[config.mk]
export PLATFORM = sky130hd
export DESIGN_NAME = thermocouple_scanner
export DESIGN_NICKNAME = d
export VERILOG_FILES = /design/src/rtl/thermocouple_pkg.sv /design/src/rtl/tc_frame_decode.sv /design/src/rtl/thermocouple_scanner.sv
export SDC_FILE = /design/constraint.sdc
export NUM_CORES = 1
export LEC_CHECK = 0
export ABC_AREA = 1
export BUFFER_PORTS_ARGS = -buffer_cell sky130_fd_sc_hd__buf_2
export CAP_MARGIN = 20
export CORE_MARGIN = 5
export CORE_UTILIZATION = 50
export CTS_CLUSTER_DIAMETER = 150
export CTS_CLUSTER_SIZE = 28
export DETAILED_ROUTE_END_ITERATION = 8
export PLACE_DENSITY = 0.81
export SYNTH_ARGS = -nofsm -noshare
export SYNTH_HDL_FRONTEND = slang
export SYNTH_SLANG_ARGS = --single-unit
[constraint.sdc]
create_clock -name i_clk -period 2.06 [get_ports i_clk]
set_input_delay 0.309 -clock i_clk [delete_from_list [all_inputs] [get_ports i_clk]]
set_output_delay 0.309 -clock i_clk [all_outputs]
set_load 0.01 [all_outputs]
[src/rtl/thermocouple_pkg.sv]
// Shared types and frame layout for the thermocouple converter front-ends.
// Pure definitions: no latency, no flow control.
package thermocouple_pkg;

    typedef enum logic [2:0] {
        STARTUP = 3'd0,
        REQ     = 3'd1,
        WAIT_HI = 3'd2,
        WAIT_LO = 3'd3,
        CAPTURE = 3'd4,
        TIMEOUT = 3'd5,
        GAP     = 3'd6
    } state_t;

    localparam int FRAME_W = 32;
    localparam int TC_W    = 14;
    localparam int JN_W    = 12;
    localparam int FLT_W   = 4;

    localparam int TC_MSB  = 31;
    localparam int TC_LSB  = 18;
    localparam int JN_MSB  = 15;
    localparam int JN_LSB  = 4;
    localparam int OC_BIT  = 16;
    localparam int ERR_MSB = 2;

    localparam logic [FLT_W-1:0] FAULT_TIMEOUT = 4'b1111;

    function automatic int max3(input int a, input int b, input int c);
        int m;
        m = (a > b) ? a : b;
        return (m > c) ? m : c;
    endfunction

endpackage

[src/rtl/tc_frame_decode.sv]
// Splits a 32-bit converter frame into thermocouple, junction and fault fields.
// Purely combinational, zero latency, no flow control.
module tc_frame_decode
    import thermocouple_pkg::*;
(
    input  logic [FRAME_W-1:0] i_frame,
    output logic [TC_W-1:0]    o_tc,
    output logic [JN_W-1:0]    o_jn,
    output logic [FLT_W-1:0]   o_fault
);

    // Bits 17 and 3 are reserved in the converter frame.
    logic w_unused_bits;

    assign o_tc          = i_frame[TC_MSB:TC_LSB];
    assign o_jn          = i_frame[JN_MSB:JN_LSB];
    assign o_fault       = {i_frame[OC_BIT], i_frame[ERR_MSB:0]};
    assign w_unused_bits = ^{i_frame[17], i_frame[3]};

endmodule

[src/rtl/thermocouple_scanner.sv]
// Round-robin thermocouple poller over a shared SPI master; TC_ALARM_EN adds per-channel over-limit alarms.
// Registers update and sample_valid pulses 1 clk after spi_busy falls; no backpressure, SPI master paces, TIMEOUT_CYC bounds a stuck transfer.
module thermocouple_scanner
    import thermocouple_pkg::*;
#(
    parameter int NUM_CH      = 4,
    parameter int STARTUP_CYC = 12000,
    parameter int PERIOD_CYC  = 4000,
    parameter int TIMEOUT_CYC = 255,
    parameter int CH_W        = (NUM_CH > 1) ? $clog2(NUM_CH) : 1
`ifdef TC_ALARM_EN
    , parameter logic signed [TC_W-1:0] ALARM_LIMIT = 14'sd4000
`endif
)(
    input  logic                     i_clk,
    input  logic                     i_rst,
    output logic                     o_spi_start,
    output logic [CH_W-1:0]          o_spi_ch,
    input  logic                     i_spi_busy,
    input  logic [FRAME_W-1:0]       i_spi_rx_data,
    output logic [TC_W*NUM_CH-1:0]   o_tc_temp,
    output logic [JN_W*NUM_CH-1:0]   o_jn_temp,
    output logic [FLT_W*NUM_CH-1:0]  o_fault,
    output logic                     o_sample_valid,
    output logic [CH_W-1:0]          o_sample_ch
`ifdef TC_ALARM_EN
    , output logic [NUM_CH-1:0]      o_alarm
`endif
);

    localparam int CNT_W = $clog2(max3(STARTUP_CYC, PERIOD_CYC, TIMEOUT_CYC) + 1);

    state_t                    r_state;
    state_t                    w_state_nxt;
    logic [CNT_W-1:0]          r_cnt;
    logic [CH_W-1:0]           r_ptr;
    logic [TC_W*NUM_CH-1:0]    r_tc;
    logic [JN_W*NUM_CH-1:0]    r_jn;
    logic [FLT_W*NUM_CH-1:0]   r_flt;

    logic [TC_W-1:0]           w_tc;
    logic [JN_W-1:0]           w_jn;
    logic [FLT_W-1:0]          w_flt;
    logic                      w_timed_out;
    logic                      w_do_cap;
    logic                      w_do_tmo;
    logic                      w_cnt_keep;

    tc_frame_decode u_decode (
        .i_frame (i_spi_rx_data),
        .o_tc    (w_tc),
        .o_jn    (w_jn),
        .o_fault (w_flt)
    );

    assign w_timed_out = (r_cnt == CNT_W'(TIMEOUT_CYC));
    assign w_do_cap    = (r_state == WAIT_LO) && (w_state_nxt == CAPTURE);
    assign w_do_tmo    = (w_state_nxt == TIMEOUT);
    // The timeout budget spans the whole transfer, so WAIT_HI -> WAIT_LO keeps counting.
    assign w_cnt_keep  = (w_state_nxt == r_state) ||
                         ((r_state == WAIT_HI) && (w_state_nxt == WAIT_LO));

    always_ff @(posedge i_clk) begin
        if (!i_rst) begin
            r_state <= STARTUP;
        end else begin
            r_state <= w_state_nxt;
        end
    end

    always_comb begin
        w_state_nxt = r_state;
        case (r_state)
            STARTUP: if (r_cnt == CNT_W'(STARTUP_CYC)) w_state_nxt = REQ;
            REQ:     w_state_nxt = WAIT_HI;
            WAIT_HI: begin
                if (i_spi_busy)       w_state_nxt = WAIT_LO;
                else if (w_timed_out) w_state_nxt = TIMEOUT;
            end
            WAIT_LO: begin
                if (!i_spi_busy)      w_state_nxt = CAPTURE;
                else if (w_timed_out) w_state_nxt = TIMEOUT;
            end
            CAPTURE: w_state_nxt = GAP;
            TIMEOUT: w_state_nxt = GAP;
            GAP:     if (r_cnt == CNT_W'(PERIOD_CYC)) w_state_nxt = REQ;
            default: w_state_nxt = GAP;
        endcase
    end

    always_comb begin
        o_spi_start    = (r_state == REQ);
        o_sample_valid = (r_state == CAPTURE) || (r_state == TIMEOUT);
        o_spi_ch       = r_ptr;
        o_sample_ch    = r_ptr;
    end

    always_ff @(posedge i_clk) begin
        if (!i_rst) begin
            r_cnt <= '0;
            r_ptr <= '0;
        end else begin
            r_cnt <= w_cnt_keep ? r_cnt + CNT_W'(1) : '0;
            if ((r_state == GAP) && (w_state_nxt == REQ)) begin
                r_ptr <= (r_ptr == CH_W'(NUM_CH - 1)) ? '0 : r_ptr + CH_W'(1);
            end
        end
    end

    always_ff @(posedge i_clk) begin
        if (!i_rst) begin
            r_tc  <= '0;
            r_jn  <= '0;
            r_flt <= '0;
        end else begin
            for (int i = 0; i < NUM_CH; i++) begin
                if (r_ptr == CH_W'(i)) begin
                    if (w_do_cap) begin
                        r_tc[i*TC_W +: TC_W]    <= w_tc;
                        r_jn[i*JN_W +: JN_W]    <= w_jn;
                        r_flt[i*FLT_W +: FLT_W] <= w_flt;
                    end else if (w_do_tmo) begin
                        r_flt[i*FLT_W +: FLT_W] <= FAULT_TIMEOUT;
                    end
                end
            end
        end
    end

    assign o_tc_temp = r_tc;
    assign o_jn_temp = r_jn;
    assign o_fault   = r_flt;

`ifdef TC_ALARM_EN
    logic [NUM_CH-1:0] r_alarm;
    logic              w_over;

    // An open-circuit frame carries a meaningless temperature, so it never alarms.
    assign w_over = ($signed(w_tc) > ALARM_LIMIT) && !w_flt[FLT_W-1];

    always_ff @(posedge i_clk) begin
        if (!i_rst) begin
            r_alarm <= '0;
        end else begin
            for (int i = 0; i < NUM_CH; i++) begin
                if (r_ptr == CH_W'(i)) begin
                    if (w_do_cap)      r_alarm[i] <= w_over;
                    else if (w_do_tmo) r_alarm[i] <= 1'b0;
                end
            end
        end
    end

    assign o_alarm = r_alarm;
`endif

endmodule

==> results of run 1 <==
## sequential cells by signal, indices dropped and copies added, names as in the netlist
name         flops
o_jn_temp       48
o_sample_ch      2
r_cnt           14
o_fault         16
o_tc_temp       56
r_state          3
## synthesized netlist by cell type, drive strengths merged
| cell type | number |
|---|---|
| nand4 | 2 |
| nor3b | 1 |
| nor3 | 3 |
| buf | 17 |
| xor2 | 7 |
| xnor2 | 4 |
| clkbuf | 37 |
| o21a | 1 |
| nand3 | 131 |
| o21ai | 4 |
| inv | 28 |
| nand2 | 159 |
| ha | 6 |
| dfxtp | 139 |
| clkinv | 1 |
| a21oi | 126 |
| nor2 | 40 |
| nor4 | 1 |
| nand3b | 1 |
## cells by family after synthesis
group,share of synthesized area (%)
simple gates,28.9
buf+inv,6.45
fa+ha+maj,1.34
flops,49.8
compound gates,11.8
xor+xnor,1.72
## how the worst max path moves through the flow
stage,startpoint,endpoint,cells after the start
global route,r_cnt[0],r_cnt[2],14
floorplan,r_cnt[0],r_cnt[10],15
global placement,r_cnt[0],r_cnt[0],14
finish,r_cnt[0],r_cnt[2],14
CTS,r_cnt[0],r_cnt[2],14
detailed placement,r_cnt[0],r_cnt[2],14
## per-stage QoR
step	cell area, um^2	utilization [%]	worst slack (ns)	total power [W]
floorplan	5590	-	0.368	0.00282
global placement	6500	59.7	0.191	0.00290
detailed placement	6500	59.7	0.149	0.00290
CTS	7050	64.8	0.130	0.00574
global route	7060	64.8	0.0361	0.00589
finish	7060	64.8	0.214	0.00570
## layout make-up
class                      instances  area [um^2]  share of cell area (%)
multi-input combinational        486         2450                    34.7
clock buffer                      23          457                    6.47
sequential                       139         2780                    39.4
tap                              140          175                    2.48
inverter                          29          110                    1.56
timing repair buffer             178          991                    14.0
clock inverter                     7         92.6                    1.31
## worst register-to-register path, stage by stage, from the launching register on
cell and delay (ns):
sky130_fd_sc_hd__dfxtp_1 0.35, sky130_fd_sc_hd__ha_1 0.21, sky130_fd_sc_hd__nand2_1 0.08, sky130_fd_sc_hd__nor2_2 0.13, sky130_fd_sc_hd__nand2_4 0.11, sky130_fd_sc_hd__nor2_8 0.12, sky130_fd_sc_hd__nor2_2 0.05, sky130_fd_sc_hd__nor2_2 0.09
sky130_fd_sc_hd__nand3_2 0.08, sky130_fd_sc_hd__nand2_1 0.07, sky130_fd_sc_hd__nand2_1 0.04, sky130_fd_sc_hd__nand2_1 0.06, sky130_fd_sc_hd__nand2_2 0.09, sky130_fd_sc_hd__nand2_8 0.19, sky130_fd_sc_hd__nor2_1 0.07
## timing repair
item | 4_1_cts | 5_1_grt
gates resized for setup | 0 | 1
setup endpoints to repair | 0 | 4
buffers inserted | 0 | 0
## routing by layer
| layer | track usage [%] | routed length [um] |
|---|---|---|
| met4 | 9.28 | 381 |
| met3 | 9.09 | 1380 |
| met1 | 30.7 | 6630 |
| met2 | 36.1 | 7320 |
| met5 | 0 | 0 |
## power by group
part,switching [W],internal (W)
sequential,0.00000383,0.00269
clock,0.00108,0.00177
combinational,0.000106,0.0000444
==> metrics.sh, run 1 <==
DIE_EXTENT_IN_Y_UM=116
TIMING.FINAL.CRIT_SHARE_PCT=89.6
SYNTH.LARGEST_AREA_CELL='sky130_fd_sc_hd__dfxtp_1'
HOLD_VIOLATIONS_FINAL=0
DR_TOTAL_VIAS=5340
SYN-NUM-NETS=749
MAX_SLEW.WORST_PIN.SLEW_NS=0.583
SYNTHESIS.INSTANCES=708
CRITICAL_PATH.REG2REG.STARTPOINT='r_cnt[0]'
PLACE.DETAILED.HPWL_UM=10700
ROUTE.DETAILED.DRC=0
FLOORPLAN.DIE_AREA_UM2=13400
SYNTH_AREA_LEADERS='sky130_fd_sc_hd__dfxtp_1 (50%), sky130_fd_sc_hd__nand3_1 (12%), sky130_fd_sc_hd__a21oi_1 (11%)'
DRT-VIAS-PER-INSTANCE=5.33
AREA.GROWTH.SYNTH_TO_FINAL_PCT=26.4
POST_DRT_WL_PER_CELL_UM=15.7
ROWS=38
YS_TYPES=31
GRT_FIRST_PASS_WIRELENGTH_UM=25100
CRITICAL_PATH.STARTPOINT_TYPE='register'
MIN-DELAY-PATH-CLASS='in -> reg'
LAYOUT.CELLS.MOST_COMMON_LIST='sky130_fd_sc_hd__buf_2 (158), sky130_fd_sc_hd__nand2_1 (152), sky130_fd_sc_hd__dfxtp_1 (139), sky130_fd_sc_hd__nand3_1 (130), sky130_fd_sc_hd__a21oi_1 (126)'
YS_WARN_COUNT=0
REGTOREGENDPOINT='r_cnt[2]'
MAX-CLOCK-PATH-BUFFERS=2
CTS.SINKS=139
CRIT_PATH_FREQUENT_CELL='sky130_fd_sc_hd__nand2_1'
GLOBAL_ROUTE.OVERFLOW_TOTAL=0
REPORT.FINAL.SLEW_VIOL_COUNT=0
WORST_EP_REQUIRED_TIME_NS=2.46
WL_UM=15700
LAYOUT_COMMONEST_CELL='sky130_fd_sc_hd__buf_2'
MAX-SLEW-MARGIN-REL_PCT=61.0
FIRST_ITER_VIOLATIONS=467
CRITPATHCAPTURETYPE='register'
POST_ROUTE_CELLS_DRIVE_ABOVE_1_SHARE_PCT=27.4
RSZ0062_AT_GRT='false'
FMAX_MHz=542
SYN_AREA_PER_CELL_UM2=7.89
ANTENNA_FOUND_INITIAL=0
MAXIMUM_NUMBER_OF_PINS_ON_ONE_NET_BEFORE_GLOBAL_ROUTE_REPAIR=50
SLOWEST_STAGE='sky130_fd_sc_hd__dfxtp_1'
NUMBER_OF_GLOBAL_ROUTE_VIAS_BEFORE_REPAIR=5003
GP_CONGESTION=0.857
STATUS='complete, no violations'
CLK_PIN_SLEW_NS=0.06
CORE_AREA_UM2=10900
PATH_CELLS='ha_1 > nand2_1 > nor2_2 > nand2_4 > nor2_8 > nor2_2 > nor2_2 > nand3_2 > nand2_1 > nand2_1 > nand2_1 > nand2_2 > nand2_8 > nor2_1'
WORST-PATH-MAX-FANOUT=14
TIMING.CRITICAL_PATH.ARRIVAL_NS=2.25
FINAL-SETUP-VIOL-COUNT=0
TRITONCTS='yes'
P_LEAK_nW=2.90
DIE_W_UM=116
P_PER_AREA_nW_PER_UM2=807
FLOORPLAN.IO_PINS=161
ANTENNA_VIOLATING_NETS_POST_ROUTE=0
WORST_PATH_LARGEST_CELL_DELAY_NS=0.35
WORST_HOLD_PATH.NUM_CELLS=3
PORT-BUFFER-COUNT=158
MIN-DELAY-START='i_spi_rx_data[9]'
WORST-PATH-BUF-INV=0
SYNTH-SEQ-CELLS=139
NNETSFINAL=892
FINAL.FILL_COUNT=947
TRITONCTS.NUM_BUFFERS=17
FIN_HOLD_WS_NS=0.0963
TRACK_USAGE_PCT=23.8
DETAIL_ROUTE.FIRST_PASS.ITERATIONS=5
WORSTSETUPPATHTYPE='reg -> reg'
WORSTREGTOREGCELLS=14
ROOT_BUFFER_CELL='sky130_fd_sc_hd__clkbuf_8'
NUMBER_OF_MAX_CAP_VIOLATIONS=0
POST_SYNTH_INSTANCE_AREA_UM2=5590
CLK_LATENCY_NS=0.52
SHARE_OF_SYNTHESIZED_AREA_OCCUPIED_BY_FLIP_FLOPS_AND_LATCHES_PCT=49.8
FIN_WORST_SKEW_NS=0.00608
HOLDBUFCOUNTCTS=0
VDD_DROP_MAX_mV=0.827
INSERTEDDIODECOUNT=0
REG2REG_SLACK_NS=0.21
CTS_MAX_LEVEL=4
POST-SYNTH-TOP-AREA-FRACTION_PCT=49.8
INSTANCES_NO_FILL=1002
POST_LAYOUT_MIN_PERIOD_NS=1.85
POST-PLACE-CELLS=972
WORST_PATH_DOMINANT_CELL_FAMILY='simple AND/OR/NAND/NOR gates'
TOTALNEGATIVESETUPSLACK_NS=0
STARTING_DENSITY_PCT=51.3
HOLD_EP='o_jn_temp[5]'
Power figures use the tool's default switching activity.
==> run 2, diff against run 1 <==
CTS_BUF_LIST = sky130_fd_sc_hd__clkbuf_8   (was unset)
==> run 2 against run 1 <==
Net effect:
- hold slack improved by 0.077 ns
- power decreased by 13%
- routed wire length is 1.2% lower
- worst setup slack gained 0.0048 ns
- flip-flop and latch count did not move
- combinational power about the same
- die area unchanged
- maximum frequency is 0.26% higher
- global-route usage shrank 0.50 points
- sequential share of layout area is 1.0 points higher
- critical endpoint unchanged
==> metrics.sh, run 2 (synthesized netlist as in run 1, its figures left out) <==
STATUS='complete, no violations'
TRITONCTS='yes'
MAX-SLEW-MARGIN-REL_PCT=61.6  # +0.66 points
HOLDBUFCOUNTCTS=0  # unchanged
PLACE.DETAILED.HPWL_UM=10700  # unchanged
TRACK_USAGE_PCT=23.3  # -0.50 points
DETAIL_ROUTE.FIRST_PASS.ITERATIONS=5  # unchanged
PORT-BUFFER-COUNT=158  # unchanged
NNETSFINAL=892  # unchanged
FLOORPLAN.DIE_AREA_UM2=13400  # unchanged
GRT_FIRST_PASS_WIRELENGTH_UM=24600  # -1.8%
P_PER_AREA_nW_PER_UM2=718  # -11%
POST_LAYOUT_MIN_PERIOD_NS=1.84  # -0.00475 ns
POST-PLACE-CELLS=972  # unchanged
CRIT_PATH_FREQUENT_CELL='sky130_fd_sc_hd__nand2_1'
HOLD_VIOLATIONS_FINAL=0  # unchanged
CTS.SINKS=139  # unchanged
POST_DRT_WL_PER_CELL_UM=15.5  # -1.2%
P_LEAK_nW=2.83  # -2.3%
ROUTE.DETAILED.DRC=0  # unchanged
DIE_W_UM=116  # unchanged
REGAREA_UM2=2780  # unchanged
MIN-DELAY-PATH-CLASS='in -> reg'
REG2REG_SLACK_NS=0.22  # about the same
LAYOUT_COMMONEST_CELL='sky130_fd_sc_hd__buf_2'
ROWS=38  # unchanged
MAX-CLOCK-PATH-BUFFERS=2  # unchanged
TIMING.CRITICAL_PATH.ARRIVAL_NS=2.16  # -0.09 ns
WORST-PATH-MAX-FANOUT=14  # unchanged
GLOBAL_ROUTE.OVERFLOW_TOTAL=0  # unchanged
WORSTSETUPPATHTYPE='reg -> reg'
WORST_HOLD_PATH.NUM_CELLS=3  # unchanged
INSTANCES_NO_FILL=1002  # unchanged
POST_ROUTE_CELLS_DRIVE_ABOVE_1_SHARE_PCT=27.4  # unchanged
WL_UM=15500  # -1.2%
FMAX_MHz=543  # +0.26%
CRITICAL_PATH.STARTPOINT_TYPE='register'
GP_CONGESTION=0.857  # unchanged
UTILIZATION_PCT=63.2  # -1.7 points
FLIP_FLOP_COUNT_OF_THE_LARGEST_REGISTER_AFTER_LAYOUT=56  # unchanged
CRITPATHCAPTURETYPE='register'
FIRST_ITER_VIOLATIONS=507  # +8.6%
TRITONCTS.NUM_BUFFERS=17  # unchanged
CORE_AREA_UM2=10900  # unchanged
WORST_PATH_LARGEST_CELL_DELAY_NS=0.35  # about the same
DIE_EXTENT_IN_Y_UM=116  # unchanged
CLK_LATENCY_NS=0.44  # -0.08 ns
INSERTEDDIODECOUNT=0  # unchanged
MIN-DELAY-START='i_spi_rx_data[30]'
ANTENNA_FOUND_INITIAL=0  # unchanged
AREA.GROWTH.SYNTH_TO_FINAL_PCT=23.2
DRT-VIAS-PER-INSTANCE=5.32  # -0.22%
ROOT_BUFFER_CELL='sky130_fd_sc_hd__clkbuf_8'
WORST_EP_REQUIRED_TIME_NS=2.38  # -0.08 ns
CLK_PIN_SLEW_NS=0.08  # +0.02 ns
ANTENNA_VIOLATING_NETS_POST_ROUTE=0  # unchanged
REGTOREGENDPOINT='r_cnt[2]'
CTS_MAX_LEVEL=4  # unchanged
NUMBER_OF_GLOBAL_ROUTE_VIAS_BEFORE_REPAIR=4962  # -0.82%
FINAL-SETUP-VIOL-COUNT=0  # unchanged
HOLD_EP='o_tc_temp[40]'
SLOWEST_STAGE='sky130_fd_sc_hd__dfxtp_1'
VDD_DROP_MAX_mV=0.651  # -21%
NUMBER_OF_MAX_CAP_VIOLATIONS=0  # unchanged
LAYOUT.CELLS.MOST_COMMON_LIST='sky130_fd_sc_hd__buf_2 (158), sky130_fd_sc_hd__nand2_1 (152), sky130_fd_sc_hd__dfxtp_1 (139), sky130_fd_sc_hd__nand3_1 (130), sky130_fd_sc_hd__a21oi_1 (126)'
FIN_WORST_SKEW_NS=0.0115  # +0.00539 ns
FLOORPLAN.IO_PINS=161  # unchanged
REPORT.FINAL.SLEW_VIOL_COUNT=0  # unchanged
PATH_CELLS='ha_1 > nand2_1 > nor2_2 > nand2_4 > nor2_8 > nor2_2 > nor2_2 > nand3_2 > nand2_1 > nand2_1 > nand2_1 > nand2_2 > nand2_8 > nor2_1'
STARTING_DENSITY_PCT=51.3  # unchanged
MAXIMUM_NUMBER_OF_PINS_ON_ONE_NET_BEFORE_GLOBAL_ROUTE_REPAIR=50  # unchanged
MAX_SLEW.WORST_PIN.SLEW_NS=0.573  # -0.00993 ns
WORSTREGTOREGCELLS=14  # unchanged
TOTALNEGATIVESETUPSLACK_NS=0  # unchanged
CRITICAL_PATH.REG2REG.STARTPOINT='r_cnt[0]'
RSZ0062_AT_GRT='false'
FINAL.FILL_COUNT=971  # +2.5%
TIMING.FINAL.CRIT_SHARE_PCT=89.4  # -0.23 points
DR_TOTAL_VIAS=5328  # -0.22%
MULTI_INPUT_AREA_UM2=2450  # unchanged
==> run 2: cell types whose count changed in the layout (fill, tap and decap cells not counted), sizes merged <==
cell / change
clkbuf: -4
inv: +4
==> run 2: critical path, delay by kind of cell (launching register included) <==
family                   cells  cell delay, ns
AND/OR/NAND/NOR             13            1.15
adder cells (fa/ha/maj)      1            0.21
flip-flops                   1            0.35
==> run 2: how the worst max path moves through the flow <==
stage / end / depth (start not counted) / slack [ns] / from
global route: r_cnt[2] / 14 / 0.03 / r_cnt[0]
floorplan: r_cnt[10] / 15 / 0.37 / r_cnt[0]
finish: r_cnt[2] / 14 / 0.22 / r_cnt[0]
CTS: r_cnt[2] / 14 / 0.13 / r_cnt[0]
detailed placement: r_cnt[2] / 14 / 0.15 / r_cnt[0]
global placement: r_cnt[0] / 14 / 0.19 / r_cnt[0]
==> run 2: what timing repair did <==
action                                  4_1_cts  5_1_grt
endpoints found under the setup margin        0        4
hold endpoints to repair                      0        0
gates resized for setup                       0        1
buffers inserted                              0        0
==> run 2: metrics by stage <==
| step | setup WS, ns | power, W | hold slack (ns) | instance area, um^2 |
|---|---|---|---|---|
| floorplan | 0.368 | 0.00282 | 0.407 | 5590 |
| global placement | 0.191 | 0.00290 | 0.429 | 6500 |
| detailed placement | 0.149 | 0.00290 | 0.435 | 6500 |
| CTS | 0.125 | 0.00497 | 0.145 | 6870 |
| global route | 0.0332 | 0.00510 | 0.150 | 6880 |
| finish | 0.219 | 0.00494 | 0.173 | 6880 |
==> run 2: layout make-up <==
cell class | instances | area share [%]
clock inverter | 11 | 1.56
tap | 140 | 2.55
sequential | 139 | 40.4
timing repair buffer | 178 | 14.4
inverter | 29 | 1.60
multi-input combinational | 486 | 35.6
clock buffer | 19 | 3.80
==> run 2: layer usage <==
metal  global-route usage (%)  routed length (um)  part of all wire (%)
met1                     30.4                6680                    43
met2                     35.0                7080                    46
met3                     8.25                1390                   8.9
met4                     9.98                 370                   2.4
met5                        0                   0                     0
==> run 2: power by group <==
group / leakage, nW / total, W / switching (W) / internal, W
Clock: 0.206 / 0.00209 / 0.000987 / 0.00111
Combinational: 1.51 / 0.000150 / 0.000106 / 0.0000444
Sequential: 1.12 / 0.00269 / 0.00000384 / 0.00269
==> run 3, diff against run 2 <==
CORE_UTILIZATION = 38   (was 50)
PLACE_DENSITY = 0.66   (was 0.81)
==> run 3 against run 2 <==
Net effect:
- via count down 0.81%
- clock power rose by 18%
- combinational power hardly changed
- power rose by 7.6%
- sequential share of layout area decreased by 0.78 points
- cell count up 4.4%
- worst setup slack better by 0.025 ns
- sequential power about the same
- maximum frequency grew 1.4%
- clock skew shrank 0.0020 ns
- critical path depth decreased by 6
- first-iteration DRC count fell by 39%
- largest cell class unchanged
==> metrics.sh, run 3 (synthesized netlist as in run 1, its figures left out) <==
STATUS='complete, no violations'
AREA.GROWTH.SYNTH_TO_FINAL_PCT=25.6
MAXIMUM_NUMBER_OF_PINS_ON_ONE_NET_BEFORE_GLOBAL_ROUTE_REPAIR=45  # -10%
NUMBER_OF_MAX_CAP_VIOLATIONS=0  # unchanged
TIMING.CRITICAL_PATH.ARRIVAL_NS=2.18  # +0.02 ns
FLOORPLAN.DIE_AREA_UM2=17200  # +29%
HOLD_VIOLATIONS_FINAL=0  # unchanged
POST_LAYOUT_MIN_PERIOD_NS=1.82  # -0.0250 ns
MIN-DELAY-PATH-CLASS='in -> reg'
NUMBER_OF_RESIZED_INSTANCES_IN_THE_POST_CTS_REPAIR_STEP=0  # unchanged
CRITICAL_PATH.REG2REG.STARTPOINT='r_state[1]'
NUMBER_OF_GLOBAL_ROUTE_VIAS_BEFORE_REPAIR=5007  # +0.91%
PLACE.DETAILED.HPWL_UM=11000  # +3.3%
DRT-VIAS-PER-INSTANCE=5.05  # -5.0%
ROUTE.DETAILED.DRC=0  # unchanged
NNETSFINAL=890  # -0.22%
TRACK_USAGE_PCT=18.6  # -4.7 points
FINAL-SETUP-VIOL-COUNT=0  # unchanged
P_LEAK_nW=2.87  # +1.2%
POST_ROUTE_CELLS_DRIVE_ABOVE_1_SHARE_PCT=27.7  # +0.35 points
ANTENNA_FOUND_INITIAL=0  # unchanged
POST_DRT_WL_PER_CELL_UM=15.7  # +1.6%
RSZ0062_AT_GRT='false'
CTS_MAX_LEVEL=4  # unchanged
FMAX_MHz=551  # +1.4%
ANTENNA_VIOLATING_NETS_POST_ROUTE=0  # unchanged
SLOWEST_STAGE='sky130_fd_sc_hd__dfxtp_1'
DIE_EXTENT_IN_Y_UM=131  # +13%
WORSTSETUPPATHTYPE='reg -> reg'
REPORT.POWER.TOTAL_W=0.00531  # +7.6%
FLIP_FLOP_COUNT_OF_THE_LARGEST_REGISTER_AFTER_LAYOUT=56  # unchanged
FIRST_ITER_VIOLATIONS=308  # -39%
P_PER_AREA_nW_PER_UM2=757  # +5.6%
GLOBAL_ROUTE.OVERFLOW_TOTAL=0  # unchanged
WORST-PATH-MAX-FANOUT=42  # +28
TOTALNEGATIVESETUPSLACK_NS=0  # unchanged
VDD_DROP_MAX_mV=0.388  # -40%
GP_CONGESTION=0.841  # -1.8%
STARTING_DENSITY_PCT=38.6  # -13 points
CTS_SETUP_BUFFERS=0  # unchanged
TRITONCTS.NUM_BUFFERS=17  # unchanged
MAX_SLEW.WORST_PIN.SLEW_NS=0.410  # -0.163 ns
TRITONCTS='yes'
ROWS=44  # +16%
CRITICAL_PATH.STARTPOINT_TYPE='register'
HOLDBUFCOUNTCTS=0  # unchanged
WORST_EP_REQUIRED_TIME_NS=2.43  # +0.05 ns
GRT_FIRST_PASS_WIRELENGTH_UM=26400  # +7.3%
MIN-DELAY-START='i_spi_rx_data[4]'
CLK_PIN_SLEW_NS=0.08  # about the same
FIN_WORST_SKEW_NS=0.00943  # -0.00205 ns
PATH_CELLS='inv_2 > nor3_4 > inv_2 > nor2_4 > buf_12 > buf_12 > nand3_1 > a21oi_1'
INSERTEDDIODECOUNT=0  # unchanged
DR_TOTAL_VIAS=5285  # -0.81%
DETAIL_ROUTE.FIRST_PASS.ITERATIONS=5  # unchanged
LAYOUT_COMMONEST_CELL='sky130_fd_sc_hd__buf_2'
WL_UM=16500  # +6.1%
CRITPATHLAUNCH='r_state[1]'
MAX-SLEW-MARGIN-REL_PCT=72.6  # +11 points
REPORT.FINAL.SLEW_VIOL_COUNT=0  # unchanged
MAX-CLOCK-PATH-BUFFERS=2  # unchanged
FIN_HOLD_WS_NS=0.165  # -0.00815 ns
CORE_AREA_UM2=14500  # +33%
TIMING.FINAL.CRIT_SHARE_PCT=88.2  # -1.2 points
PORT-BUFFER-COUNT=158  # unchanged
FLOORPLAN.IO_PINS=161  # unchanged
CTS.SINKS=139  # unchanged
WORST_PATH_LARGEST_CELL_DELAY_NS=0.41  # +0.06 ns
DIE_W_UM=131  # +13%
ROOT_BUFFER_CELL='sky130_fd_sc_hd__clkbuf_8'
CRITPATHCAPTURETYPE='register'
LAYOUT.CELLS.MOST_COMMON_LIST='sky130_fd_sc_hd__buf_2 (158), sky130_fd_sc_hd__nand2_1 (152), sky130_fd_sc_hd__dfxtp_1 (139), sky130_fd_sc_hd__nand3_1 (130), sky130_fd_sc_hd__a21oi_1 (126)'
CLK_LATENCY_NS=0.45  # about the same
[run 3: cell types whose count changed in the layout (fill, tap and decap cells not counted), sizes merged]
| cell | delta |
|---|---|
| buf | -2 |
| bufinv | +2 |
| clkbuf | -1 |
| clkinv | -2 |
| clkinvlp | +2 |
| inv | +1 |
[run 3: stage by stage]
| stage | util (%) | worst slack [ns] | instances | area [um^2] |
|---|---|---|---|---|
| floorplan | - | 0.368 | 708 | 5590 |
| finish | 48.5 | 0.244 | 1046 | 7020 |
| detailed placement | 45.3 | 0.111 | 1014 | 6560 |
| global placement | 45.3 | 0.156 | 1014 | 6560 |
| CTS | 48.3 | 0.110 | 1046 | 7000 |
| global route | 48.5 | 0.00423 | 1046 | 7020 |
[run 3: area by class of cell]
type	instances	area (um^2)
inverters	29	111
well taps	184	230
clock buffers	18	248
fillers	1450	7460
repair buffers	176	988
flip-flops and latches	139	2780
multi-input cells	486	2460
clock inverters	14	193
[run 3: power breakdown]
group / leakage [nW] / total (W) / switching, W / internal, W
combinational: 1.53 / 0.000153 / 0.000108 / 0.0000445
clock: 0.221 / 0.00247 / 0.00111 / 0.00136
sequential: 1.12 / 0.00269 / 0.00000413 / 0.00269
total: 2.87 / 0.00531 / 0.00122 / 0.00409
[run 3: critical path: cells and delay by family (launching register included)]
family	cells	cell delay, ns
simple gates	3	0.49
compound gates	1	0.21
flops	1	0.41
buf+inv	4	0.59
[run 3: path summary, 6_finish.rpt]
path	slack, ns	cells past startpoint	endpoint
worst min-delay path	0.16	3	o_jn_temp[0]
worst max register to register	0.24	8	o_tc_temp[48]
worst max-delay path	0.24	8	o_tc_temp[48]
worst min register to register	0.45	1	r_cnt[0]
[run 3: layer usage]
| metal | track usage (%) | vias to the layer above | wire (um) |
|---|---|---|---|
| li1 | - | 2636 | - |
| met1 | 24.5 | 2446 | 7420 |
| met2 | 28.0 | 187 | 7370 |
| met3 | 8.33 | 16 | 1500 |
| met4 | 4.40 | 0 | 175 |
| met5 | 0 | - | 0 |
